### src/rtl/bin_counter_checker_sat_counter.sv
// CW-bit saturating event counter with synchronous clear taking priority.
module sat_counter #(
  parameter int unsigned CW = 8
) (
  input  logic          clk,
  input  logic          reset,
  input  logic          clr_i,
  input  logic          inc_i,
  output logic [CW-1:0] cnt_o
);

  logic [CW-1:0] cnt_q, cnt_d;

  always_comb begin
    cnt_d = cnt_q;
    if (clr_i)
      cnt_d = '0;
    else if (inc_i && (cnt_q != '1))
      cnt_d = cnt_q + CW'(1);
  end

  always_ff @(posedge clk or posedge reset) begin
    if (reset) cnt_q <= '0;
    else       cnt_q <= cnt_d;
  end

  assign cnt_o = cnt_q;

endmodule

### config.mk
export PLATFORM = sky130hd
export DESIGN_NAME = sat_counter
export DESIGN_NICKNAME = d
export VERILOG_FILES = /design/src/rtl/bin_counter_checker_sat_counter.sv
export SDC_FILE = /design/constraint.sdc
export NUM_CORES = 1
export LEC_CHECK = 0
export ABC_AREA = 1
export CAP_MARGIN = 20
export CELL_PAD_IN_SITES_DETAIL_PLACEMENT = 2
export CELL_PAD_IN_SITES_GLOBAL_PLACEMENT = 2
export CORE_MARGIN = 2
export CORE_UTILIZATION = 28
export DETAILED_ROUTE_END_ITERATION = 16
export DONT_BUFFER_PORTS = 1
export PLACE_DENSITY_LB_ADDON = 0.1
export SLEW_MARGIN = 0
export SYNTH_ARGS = -nofsm -noshare
export SYNTH_HDL_FRONTEND = slang
export SYNTH_SLANG_ARGS = --single-unit
### constraint.sdc
create_clock -name clk -period 1.2 [get_ports clk]
set_input_delay 0.3 -clock clk [delete_from_list [all_inputs] [get_ports clk]]
set_output_delay 0.3 -clock clk [all_outputs]
set_load 0.02 [all_outputs]
* Word-level counts from Yosys, hierarchy flattened
Cells that the tools add are included.
** Storage, ports and cells
- Flip-flop bits (word level) :: 8
- Input port bits :: 4
- Output and inout port bits :: 8
** Operators by class
- Add/sub/neg operators :: 1
- Equal/unequal tests :: 1
- Muxes and demuxes :: 2
- Reductions and logical operators :: 2
** Operators by type and width (number)
- $mux W8 :: 2
- $add A8 B1 Y8 const B :: 1
- $ne A8 B8 Y1 const B :: 1
- $reduce_bool A2 Y1 :: 1
- $logic_and A1 B1 Y1 :: 1

* Depth between registers and ports, before layout
- Depth in word-level cells :: 4
- Gate-level depth with buffers :: 9
- Mapped depth without buffers :: 9

* Worst setup path after synthesis
No wires, ideal clock.
- Path type :: reg-to-reg
- From :: reg cnt_q[0], in the netlist cnt_o[0]
- To :: reg cnt_q[4], in the netlist cnt_o[4]
- Arrival :: 1.308 ns
- Data required time :: 1.135 ns
- Path slack :: -0.173 ns
- Stages on the path, launching flop included :: 9
- Path buffers :: 0
- Path through :: dfrtp_1 ha_1 nand2_2 nor2_4 nand2_2 nand2_4 nor2_1 nand2_1 nand2_1
** On the way
- Longest elaborated chain between the ends :: 3
- Elaborated cells between the ends (all ways) :: 6
- Those cells by class :: 1 x add/sub; 1 x eq/ne; 2 x mux; 2 x reduce/logical
** RTL lines
- from (decl) :: line 12 : logic [CW-1:0] cnt_q, cnt_d;
- from (signal assigned) :: line 24 : else cnt_q <= cnt_d;
- $add A8 B1 Y8 or $ne A8 B8 Y1 (tied branches) :: line 19, 18
- $mux W8 or $logic_and A1 B1 Y1 (tied branches) :: line 18 : else if (inc_i && (cnt_q != '1))
- $mux W8 or $reduce_bool A2 Y1 (tied branches)
Several ways; a longest one is shown, not always the timed one. The select of a mux whose other input is x is not followed.
A chain may end at the register's enable or synchronous reset.

* Final worst setup path
- From :: reg cnt_q[0], in the netlist cnt_o[0]
- To :: reg cnt_q[7], in the netlist cnt_o[7]
Same word-level chain as after synthesis.

==> results.yml <==
logic_synthesis:
  post_synth_instance_area_um2: 507
  number_of_synthesized_register_bits: 8
  parity_gate_share_of_the_synthesized_area_counting_xor_and_xnor_cells: 0.0691
  yosys-mux-area-fraction: 0
  synth_area_per_cell_um2: 7.34
  post_synth_inst_count: 69
  yosys.cell_types.count: 16
  synth_adder_area_share: 0.0247
  synth_compound_area_frac: 0.0296
  mappedNetlistNets: 74
  synth_top_family_by_area: "simple AND/OR/NAND/NOR gates"
  ys_seq_area_frac: 0.395
  post_synth_and_or_nand_nor_area_fraction: 0.390
  synth_warn: 0
timing:
  max_slew_margin: 0.775
  worst_slew_pin_slew_ns: 0.338
  finalCriticalPeriod_ns: 1.22
  max_clock_freq_mhz: 821
  grt_setup_unrepaired: "true"
  clock-skew-final_ns: 0.00393
  drv_slew: 0
  timing.final.crit_share: 1.02
  final_hold_viol_count: 0
  setup_viol_count_final: 6
  postLayoutSetupSlackWorst_ns: -0.0184
die:
  die_h_um: 46.5
  die_area_um2: 2170
  num_rows: 15
  chipWidth_um: 46.5
  start_util: 0.297
  core_region_area_um2: 1710
  floorplan.io_pins: 12
layout:
  layout.cell_area.non_filler_um2: 768
  finish.net_count: 95
  filler_cell_count: 201
  layout.area.seq_um2: 204
  number_of_flip_flops_in_the_largest_register: 8
  multi_input_comb_area_um2: 328
  layout-area-overhead-vs-synth_pct: 51.6
  final_cells: 113
  drive_above_1_share: 0.466
  finalCoreUtilization: 0.450
  antennaDiodeCount: 0
detailed_routing:
  postRouteAntennaNets: 0
  dr_total_vias: 506
  post_drt_via_cell_ratio: 4.48
  first_iter_violations: 2
  drc: 0
  wl_per_cell_um: 12.4
  postRouteWirelength_mm: 1.40
  drt_pass1_iterations: 4
setup_path:
  timing.critical_path.from_type: "register"
  critical_path.slowest_cell: "sky130_fd_sc_hd__dfrtp_2"
  critPathArrivalTime_ns: 1.38
  critPathRequiredTime_ns: 1.36
  worst-setup-path-type: "reg -> reg"
  worst-r2r-setup-slack_ns: -0.02
  cp-end-kind: "register"
  crit_fanout: 3
  crit_chain: "ha_4 -> nand2_4 -> nor2_4 -> a21oi_1 -> nand3_1 -> nand2_1 -> inv_1"
  crit_path_max_incr_delay_ns: 0.43
pwr:
  switchingPower_mw: 0.171
  cell_internal_power_mw: 0.429
  static-leakage-power_nw: 0.408
  netSwitchingFraction: 0.285
  post-layout-total-power_mw: 0.600
  comb_power_share: 0.150
  share_seq_of_total_power: 0.480
  power_density_over_the_cells_nw_per_um2: 782
  p_clk_frac: 0.369
  vdd_ir_drop_max_mv: 0.325
placed_design:
  place_ws_ns: -0.0805
  placedCellCount: 106
  gp_congestion: 0.655
  dp_hpwl_mm: 1.11
  placedInstanceArea_um2: 651
  port-buffer-count: 0
global_routing:
  grt.overflow.total: 0
  grt_start_max_net_pins: 9
  grt_antenna_before_repair: 0
  grt-busiest-layer: "met2"
  use_met1: 0.170
  first_global_vias: 524
  met2_demand_to_capacity_share_in_global_routing: 0.267
  grt_use_met3: 0.0471
  global_route_wire_length_before_repair_mm: 2.24
  globalRouteTotalUtil: 0.156
clock_tree:
  cts.root.buffer_cell: "sky130_fd_sc_hd__clkbuf_4"
  tritoncts.num_buffers: 3
  cts-htree-levels: 1
  insertion_delay_ns: 0.26
  cts_tree: "done"
  clk_pin_slew_worst_paths_ns: 0.06
  clk_path_buf_depth: 2
  numClockSinks: 8
status:
  status: "finished with violations"
  violations: "setup timing"
min_path:
  tightest_hold_check_type: "in -> reg"
run:
  timing.max_cap.violations: 0
-- per-stage QoR --
stage               TNS, ns  hold slack [ns]
floorplan           -0.0839            0.116
global placement     -0.332            0.164
detailed placement   -0.383            0.170
CTS                  -0.228            0.167
global route         -0.606            0.174
finish              -0.0466            0.176
-- cell type report --
class	count	area share
Clock buffer	3	0.0293
Inverter	11	0.0635
Multi-Input combinational cell	50	0.427
Sequential cell	8	0.265
Tap cell	25	0.0407
Timing Repair Buffer	16	0.174
-- placed cells by master (no fill, tap or decap), drive strengths merged --
| master | netlist | routed |
|---|---|---|
| a21oi | 2 | 2 |
| buf | 0 | 15 |
| clkbuf | 0 | 3 |
| dfrtp | 8 | 8 |
| dlygate4sd3 | 0 | 1 |
| ha | 1 | 1 |
| inv | 10 | 11 |
| nand2 | 29 | 29 |
| nand3 | 5 | 5 |
| nor2 | 7 | 7 |
| nor3b | 1 | 1 |
| o21ai | 1 | 1 |
| xnor2 | 1 | 1 |
| xor2 | 3 | 3 |
-- metal layers --
| metal | routed length, µm | vias to the layer above |
|---|---|---|
| met2 | 730 | 12 |
| met3 | 57 | 5 |
| met1 | 576 | 241 |
| met5 | 0 | - |
| li1 | - | 248 |
| met4 | 32 | 0 |
-- power groups by stage --
stage	Combinational [mW]	Clock, mW	Sequential [mW]
2_1_floorplan	0.0394	0	0.306
3_3_place_gp	0.0806	0	0.292
3_5_place_dp	0.0804	0	0.293
4_1_cts	0.0880	0.238	0.288
5_1_grt	0.101	0.251	0.289
6_report	0.0903	0.222	0.288
-- cells in the mapped netlist --
| cell | count | area, µm² |
|---|---|---|
| sky130_fd_sc_hd__o21ai_1 | 1 | 5.00 |
| sky130_fd_sc_hd__inv_1 | 10 | 37.5 |
| sky130_fd_sc_hd__nor3b_1 | 1 | 7.51 |
| sky130_fd_sc_hd__nand3_1 | 5 | 25.0 |
| sky130_fd_sc_hd__a21oi_1 | 2 | 10.0 |
| sky130_fd_sc_hd__nor2_4 | 1 | 11.3 |
| sky130_fd_sc_hd__nor2_2 | 1 | 6.26 |
| sky130_fd_sc_hd__nand2_1 | 25 | 93.8 |
| sky130_fd_sc_hd__xnor2_1 | 1 | 8.76 |
| sky130_fd_sc_hd__nor2_1 | 5 | 18.8 |
| sky130_fd_sc_hd__clkinv_4 | 1 | 8.76 |
| sky130_fd_sc_hd__xor2_1 | 3 | 26.3 |
| sky130_fd_sc_hd__ha_1 | 1 | 12.5 |
| sky130_fd_sc_hd__dfrtp_1 | 8 | 200 |
| sky130_fd_sc_hd__nand2_4 | 2 | 22.5 |
| sky130_fd_sc_hd__nand2_2 | 2 | 12.5 |
-- cell families (layout without fill, tap and decap cells) --
group                    after synthesis  after routing
buffers and inverters                 11             30
AND/OR/NAND/NOR                       42             42
flip-flops                             8              8
AO/OA/AOI/OAI                          3              3
XOR/XNOR                               4              4
adder cells (fa/ha/maj)                1              1
-- what timing repair did --
item	in CTS	in global routing
gates resized for setup	6	12
hold endpoints to repair	8	0
setup endpoints to repair	9	10
buffers inserted	3	0
pin swaps	1	6
hold buffers	1	0
-- worst max-delay path: cells and delay by family (launching register included) --
kind | cells | cell delay (ns)
DFF | 1 | 0.43
and+or+nand+nor | 4 | 0.28
AOI/OAI and AO/OA | 1 | 0.20
adders and majority gates | 1 | 0.18
buffers and inverters | 1 | 0.03
-- worst paths after layout --
check                                startpoint              endpoint  depth (start not counted)
hold reg to reg            cnt_o[1]$_DFFE_PP0P_  cnt_o[1]$_DFFE_PP0P_                          3
setup reg to reg           cnt_o[0]$_DFFE_PP0P_  cnt_o[7]$_DFFE_PP0P_                          7
min in group asynchronous                 reset  cnt_o[2]$_DFFE_PP0P_                          2
max in group asynchronous                 reset  cnt_o[1]$_DFFE_PP0P_                          2
setup / recovery           cnt_o[0]$_DFFE_PP0P_  cnt_o[7]$_DFFE_PP0P_                          7
hold / removal                            clr_i  cnt_o[7]$_DFFE_PP0P_                          3
Note: power is estimated with default switching activity, not from simulation.
